[config.mk]
export PLATFORM = sky130hd
export DESIGN_NAME = pending_priority_encoder
export DESIGN_NICKNAME = d
export VERILOG_FILES = /design/src/rtl/pending_priority_encoder_pkg.sv /design/src/rtl/pending_priority_encoder_priority_encoder_comb.sv /design/src/rtl/pending_priority_encoder.sv
export SDC_FILE = /design/constraint.sdc
export NUM_CORES = 1
export LEC_CHECK = 0
export CAP_MARGIN = 40
export CELL_PAD_IN_SITES_DETAIL_PLACEMENT = 0
export CELL_PAD_IN_SITES_GLOBAL_PLACEMENT = 1
export CORE_MARGIN = 5
export CORE_UTILIZATION = 30
export CTS_CLUSTER_DIAMETER = 60
export DETAILED_ROUTE_END_ITERATION = 10
export PLACE_DENSITY_LB_ADDON = 0.1
export SYNTH_ARGS = -nofsm -noshare
export SYNTH_HDL_FRONTEND = slang
export SYNTH_SLANG_ARGS = --single-unit
[constraint.sdc]
create_clock -name clk -period 1.6 [get_ports clk]
set_input_delay 0.32 -clock clk [delete_from_list [all_inputs] [get_ports clk]]
set_output_delay 0.32 -clock clk [all_outputs]
set_load 0.05 [all_outputs]
[src/rtl/pending_priority_encoder_pkg.sv]
// Shared types and parameter defaults for the pending priority encoder.
// Holds the FSM state encoding and the parameter sanity check.
package pending_priority_encoder_pkg;

  typedef enum logic {
    IDLE  = 1'b0,
    OFFER = 1'b1
  } state_e;

  localparam int unsigned N_DEFAULT = 4;
  localparam int unsigned W_DEFAULT = 2;

  // True when n is a power of two, 2 or more, and w is exactly log2(n).
  function automatic bit code_width_ok(input int unsigned n, input int unsigned w);
    return (n >= 2) && ((n & (n - 1)) == 0) && (w == $clog2(n));
  endfunction

  localparam bit DEFAULT_WIDTH_OK = code_width_ok(N_DEFAULT, W_DEFAULT);

endpackage

[src/rtl/pending_priority_encoder_priority_encoder_comb.sv]
// N-to-W combinational priority encoder; the highest set index wins.
// code_o is zero when nothing is set, and any_o flags a non-zero input.
module priority_encoder_comb
  import pending_priority_encoder_pkg::*;
#(
  parameter int unsigned N = N_DEFAULT,
  parameter int unsigned W = W_DEFAULT
) (
  input  logic [N-1:0] req_i,
  output logic [W-1:0] code_o,
  output logic         any_o
);

  // Ascending scan so the last hit, the highest index, is what remains.
  always_comb begin
    code_o = '0;
    for (int unsigned i = 0; i < N; i++) begin
      if (req_i[i]) begin
        code_o = W'(i);
      end
    end
  end

  assign any_o = |req_i;

endmodule

[src/rtl/pending_priority_encoder.sv]
// Collects request pulses into a pending set and offers them one at a time,
// highest index first, as binary codes over a valid/ready handshake.
module pending_priority_encoder
  import pending_priority_encoder_pkg::*;
#(
  parameter int unsigned N = N_DEFAULT,
  parameter int unsigned W = W_DEFAULT
) (
  input  logic         clk,
  input  logic         rst,
  input  logic         en,
  input  logic [N-1:0] req,
  input  logic         out_ready,
  output logic         out_valid,
  output logic [W-1:0] out_code,
  output logic [N-1:0] pending,
  output logic         collision
);

  if (!code_width_ok(N, W)) begin : g_bad_param
    $error("pending_priority_encoder: N must be a power of two >= 2 and W = log2(N)");
  end

  state_e         state_q;
  logic [N-1:0]   pending_q;
  logic [N-1:0]   pending_d;
  logic [W-1:0]   code_q;
  logic           collision_q;
  logic           collision_d;

  logic [N-1:0]   set_c;
  logic [N-1:0]   clr_c;
  logic           acc_c;
  logic [W-1:0]   top_c;
  logic           any_c;

  function automatic logic [N-1:0] onehot(input logic [W-1:0] code);
    logic [N-1:0] v;
    v       = '0;
    v[code] = 1'b1;
    return v;
  endfunction

  assign out_valid = (state_q == OFFER);
  assign out_code  = code_q;
  assign pending   = pending_q;
  assign collision = collision_q;

  // Clearing is applied before setting, so a same-cycle re-request survives.
  always_comb begin
    set_c       = en ? req : '0;
    acc_c       = out_valid & out_ready;
    clr_c       = acc_c ? onehot(code_q) : '0;
    pending_d   = (pending_q & ~clr_c) | set_c;
    collision_d = |(set_c & pending_q & ~clr_c);
  end

  priority_encoder_comb #(
    .N (N),
    .W (W)
  ) u_prio (
    .req_i  (pending_d),
    .code_o (top_c),
    .any_o  (any_c)
  );

  // The code only advances on acceptance, keeping an unaccepted offer stable.
  always_ff @(posedge clk or posedge rst) begin
    if (rst) begin
      state_q     <= IDLE;
      pending_q   <= '0;
      code_q      <= '0;
      collision_q <= 1'b0;
    end else begin
      pending_q   <= pending_d;
      collision_q <= collision_d;
      case (state_q)
        IDLE: begin
          if (any_c) begin
            state_q <= OFFER;
            code_q  <= top_c;
          end
        end
        OFFER: begin
          if (acc_c) begin
            if (any_c) begin
              code_q <= top_c;
            end else begin
              state_q <= IDLE;
              code_q  <= '0;
            end
          end
        end
        default: begin
          state_q <= IDLE;
          code_q  <= '0;
        end
      endcase
    end
  end

endmodule

Yosys cells after proc, flatten, opt, wreduce, memory -nomap -nowiden --
Index checks and enable logic that the tools add are counted.
Cells by class: $add $sub $neg 0, multipliers 0, divide/modulo/power cells 0, $lt $le $gt $ge 2, eq/ne operators 2, shift operators 0, mux-type cells 14, bitwise logic cells 7, reductions and logical operators 4
Operator list (number):
- $and 4x4->4 | 3
- $mux 2 | 5
- $mux 4 | 2
- $reduce_or 4->1 | 2
- $mux 1 | 4
- $not 4->4 | 1
- $or 4x4->4 | 1
- $pmux 2 s2 | 1
- $lt 2x3->1 const B | 1
- $demux 1 s2 | 1
- $ge 2x1->1 const B | 1
- $ne 2x1->1 const B | 1
- $ne 2x2->1 const B | 1
- $pmux 1 s2 | 1
- $reduce_and 2->1 | 1
- $and 1x1->1 | 1
- $logic_and 1x1->1 | 1
- $not 1->1 | 1
Storage, ports and cells: register bits after elaboration 8, bits in latches 0, memory bits (writable) 0, ROM bits 0, input bits 8, output and inout bits 8, logic and storage cells 33, memories 0

Longest topological paths before layout --
depth after elaboration 14, gate-level depth with buffers 4

By module --
A second synthesis with hierarchy kept.
Second synthesis, totals: cells, all modules 36, area, all modules 391.6 um^2
By module, submodules not included:
- pending_priority_encoder | times used 1, cells each 32, area an instance 367.9 um^2, seq. area each 200.2 um^2
- priority_encoder_comb | times used 1, cells each 4, area an instance 23.8 um^2, seq. area each 0.0 um^2

Worst setup path after synthesis --
No wires, ideal clock.
path type flip-flop to flip-flop, start register state_q, in the netlist out_valid, end register code_q[1], in the netlist out_code[1], setup time 121 ps, arrival 1473 ps, data required time 1479 ps, path slack 6 ps, cell stages (with the launch flop) 5, buffers on the path 0, period minus slack after synthesis 1594 ps, path through dfrtp_1 > nand3_1 > o21ai_0 > nand3b_1 > a22o_1
Between the ends: word-level cells in the longest chain between the ends 10, elaborated cells between the ends (all ways) 16, those cells by class eq/ne: 2; mux: 7; bitwise: 5; reduce/logical: 2
Ends and longest elaborated chain:
- start: declaration | RTL line pending_priority_encoder.sv:24 | state_e state_q;
- start signal: assignment | RTL line pending_priority_encoder.sv:70 | state_q <= IDLE;
- start signal: assignment | RTL line pending_priority_encoder.sv:80 | state_q <= OFFER;
- start signal: assignment | RTL line pending_priority_encoder.sv:89 | state_q <= IDLE;
- $and 1x1->1 | RTL line pending_priority_encoder.sv:52 | acc_c = out_valid & out_ready;
- $mux 4 | RTL line pending_priority_encoder.sv:53 | clr_c = acc_c ? onehot(code_q) : '0;
- $not 4->4 | RTL line pending_priority_encoder.sv:54 | pending_d = (pending_q & ~clr_c) | set_c;
- $and 4x4->4 | RTL line pending_priority_encoder.sv:54
- $or 4x4->4 | RTL line pending_priority_encoder.sv:54
- $mux 2 (2 in a row) | RTL line pending_priority_encoder_priority_encoder_comb.sv:18 | if (req_i[i]) begin
- $mux 2 | RTL line pending_priority_encoder.sv:86 | if (any_c) begin
- $mux 2 | RTL line pending_priority_encoder.sv:85 | if (acc_c) begin
- $pmux 2 s2 | RTL line pending_priority_encoder.sv:77 | case (state_q)
- end signal: assignment | RTL line pending_priority_encoder.sv:81 | code_q <= top_c;
- end signal: assignment | RTL line pending_priority_encoder.sv:87 | code_q <= top_c;
- end: declaration | RTL line pending_priority_encoder.sv:27 | logic [W-1:0] code_q;
Parallel ways exist; a longest one is shown, timed or not. The select of a mux whose other input is x is not followed. A chain may end at the register's enable or synchronous reset.

Worst setup path after layout --
start input port out_ready, end register code_q[1], in the netlist out_code[1]
Between the ends: word-level cells in the longest chain between the ends 10, elaborated cells between the ends (all ways) 15, those cells by class eq/ne: 2; mux: 7; bitwise: 4; reduce/logical: 2
Ends and longest elaborated chain:
- start: declaration | RTL line pending_priority_encoder.sv:13 | input logic out_ready,
- $and 1x1->1 * | RTL line pending_priority_encoder.sv:52
- $mux 4 | RTL line pending_priority_encoder.sv:53
- $not 4->4 | RTL line pending_priority_encoder.sv:54
- $and 4x4->4 | RTL line pending_priority_encoder.sv:54
- $or 4x4->4 | RTL line pending_priority_encoder.sv:54
- $mux 2 (2 in a row) | RTL line pending_priority_encoder_priority_encoder_comb.sv:18
- $mux 2 | RTL line pending_priority_encoder.sv:86
- $mux 2 | RTL line pending_priority_encoder.sv:85
- $pmux 2 s2 | RTL line pending_priority_encoder.sv:77
Mark *: on every way between the ends. The rest lies on a longest branch, timed or not. The select of a mux whose other input is x is not followed.

==> run_results.csv <==
group,metric,value,unit
run_status,run_status,"completed",
clock_network,hold_buffers,0,
route,route.detailed.drc,0,
timing,drv_slew,0,
finish,final_cell_area,726.9,um^2
timing,slew_headroom,78.78,%
finish,layout.nets,77,
finish,antenna_cells,0,
clock_network,post_cts_buffers,0,
clock_network,ctsHtreeMaxLevel,1,
route,dr_total_vias,423,
floorplanning,die_h,48.10,um
synth,syn_area,435.4,um^2
floorplanning,rows,13,
place,globalplace.congestion,0.8098,
synth,syn_avg_cell_area,10.13,um^2
pwr,p_leak,0.0003235,uW
timing,final.setup.worst_slack,115.8,ps
timing,worstMarginPinSlew,317.9,ps
synth,yosysTopAreaCellShare,45.98,%
floorplanning,core,1334,um^2
synth,synth_top_cell_by_area,"dfrtp_1",
clock_network,cts_root_buffer,"clkbuf_4",
finish,fin_util,54.50,%
synth,synth-seq-cells,8,
synth,synth_most_common_cell,"dfrtp_1",
clock_network,cts_inserted_buffers,3,
clock_network,cts_resized,0,
critical_path,end_kind,"register",
floorplanning,fp.dieW,48.10,um
route,wl_per_cell,14.76,um
synth,synth.distinct_cells,26,
finish,seq_area,200.2,um^2
route,wl,1.210,mm
timing,hold_slack,301.3,ps
timing,finalSetupTns,0,ps
grt,grt_usage,12.52,%
route,drt-pass1-iter-count,4,
place,port_buffers,15,
grt,grt_antenna_before_repair,0,
critical_path,startpoint_type,"input port",
clock_network,worstSkewPairLatency,260,ps
timing,setup_viol,0,
pwr,power.density,1182,nW/um^2
place,dpl_cell_area,704.4,um^2
timing,period_needed,1484,ps
timing,post-route-period-util,92.77,%
finish,drive_gt1_share,29.85,%
timing,skew,6.548,ps
timing,hold_viol_final,0,
synth,synth_cells,43,
critical_path,crit_type,"in2reg",
synth,netlist_top_cells_count,"8 x dfrtp_1, 5 x nand2_1, 3 x inv_1",
run,cap_violations,0,
clock_network,cts.sinks,8,
clock_network,cts_tree,"done",
finish,area_growth,66.95,%
route,drtIter0Drc,13,
synth,yosys_warnings,0,
timing,grt_setup_unrepaired,"no",
finish,fill_cells,115,
critical_path,crit_arrival,1640,ps
synth,synthMuxAreaShare,0,%
synth,synth_top_family_by_area,"compound AO/OA/AOI/OAI gates",
critical_path,crit_fanout,4,
synth,synth_compound_area_share,25.86,%
synth,yosys.area_share.simple,25.57,%
synth,yosys-top-cells-area,"dfrtp_1 46%, nand2_1 4.3%, a22o_1 4.0%, o41ai_2 3.7%, o211ai_1 3.4%",
synth,synth_nets,51,
synth,ys.flop_type,"dfrtp_1",
grt,grt_max_degree,9,
clock_network,clk_pin_slew,60,ps
synth,yosysSeqAreaShare,45.98,%
critical_path,required,1750,ps
finish,multi_input_area,224.0,um^2
grt,grt_pass1_wl,1.849,mm
pwr,ir_worst_vdd,0.0004950,V
place,dp_hpwl,942.6,um
floorplanning,dieArea,2313,um^2
synth,synth_xor_area_share,0,%
floorplanning,initial_utilization,32.65,%
synth,synthAdderAreaFrac,0,%
grt,grt_pass1_vias,402,
synth,synth_edf_count,0,
place,pre_cts_slack,-160.9,ps
min_path,min_path_type,"in2async",
floorplanning,io_pins,16,
synth,synthArstFlopShare,100.0,%
timing,clock.fmax,673.7,MHz
route,final_antenna_net_count,0,
clock_network,cts_max_path_buffers,2,
route,vias_per_cell,5.159,
grt,grt-ovfl-total,0,
[cell usage in the layout (no fill, tap or decap)]
cell             n
buf_12           6
o211ai_1         2
o21ai_1          1
a31oi_1          1
buf_4            8
a22oi_1          1
o21ai_0          1
clkbuf_4         3
nor4_1           1
o31a_1           1
or2b_1           1
nand3b_1         1
nand4b_1         1
clkdlybuf4s50_1  7
nor2b_1          1
dfrtp_1          8
nand2b_1         1
nor2_1           1
and2_1           1
and3b_1          1
nand3_1          1
or2_2            1
a22o_1           2
o21a_1           2
a21o_1           1
inv_1            3
a311oi_1         1
nand4bb_1        1
nand2_1          5
and2_4           1
o41ai_2          1
[power by group]
group,internal [uW],leakage [uW],switching [uW]
registers,235,0.0000851,49.3
logic,204,0.000225,209
clock network,86.3,0.0000138,75.9
[flip-flops by register name, indices dropped and copies added (netlist names)]
| register | flops |
|---|---|
| out_valid | 1 |
| out_code | 2 |
| pending | 4 |
| collision | 1 |
[metrics by stage]
step	std cells	power, uW
6_report	82	859.5
5_1_grt	82	897.4
4_1_cts	82	865.3
3_5_place_dp	79	700.3
3_3_place_gp	79	692.6
2_1_floorplan	43	487.2
[logic make-up after synthesis]
| logic type | Yosys count |
|---|---|
| flip-flops | 8 |
| AO/OA/AOI/OAI | 14 |
| AND/OR/NAND/NOR | 18 |
| buffers and inverters | 3 |
[per-layer routing]
metal,routed length (um),vias up,global-route usage (%),part of all wire [%]
li1,-,210,-,-
met5,0,-,0,0
met2,574,18,19.00,47
met1,505,191,14.03,42
met3,85,4,3.690,7.0
met4,45,0,11.29,3.7
[final timing paths]
| check | startpoint | end | slack, ps | depth (start not counted) |
|---|---|---|---|---|
| worst max register to register | out_code[0]$_DFFE_PP0P_ | out_code[0]$_DFFE_PP0P_ | 170 | 4 |
| max in group asynchronous | rst | pending[0]$_DFF_PP0_ | 1050 | 2 |
| worst max-delay path | out_ready | out_code[1]$_DFFE_PP0P_ | 120 | 5 |
| worst min-delay path | rst | pending[3]$_DFF_PP0_ | 300 | 2 |
| worst min register to register | pending[3]$_DFF_PP0_ | pending[3]$_DFF_PP0_ | 660 | 2 |
| min in group clk | pending[3]$_DFF_PP0_ | pending[3]$_DFF_PP0_ | 660 | 2 |
[critical path: stages]
cell	delay, ps
clkdlybuf4s50_1	520
nand3_1	140
o21a_1	230
nand3b_1	190
a22o_1	230
[cell type report]
cell class	count	area share (%)
repair buffers	21	34.42
multi-input cells	32	30.81
well taps	15	2.582
flip-flops and latches	8	27.54
clock buffers	3	3.098
inverters	3	1.549
(Power assumes the default switching activity.)
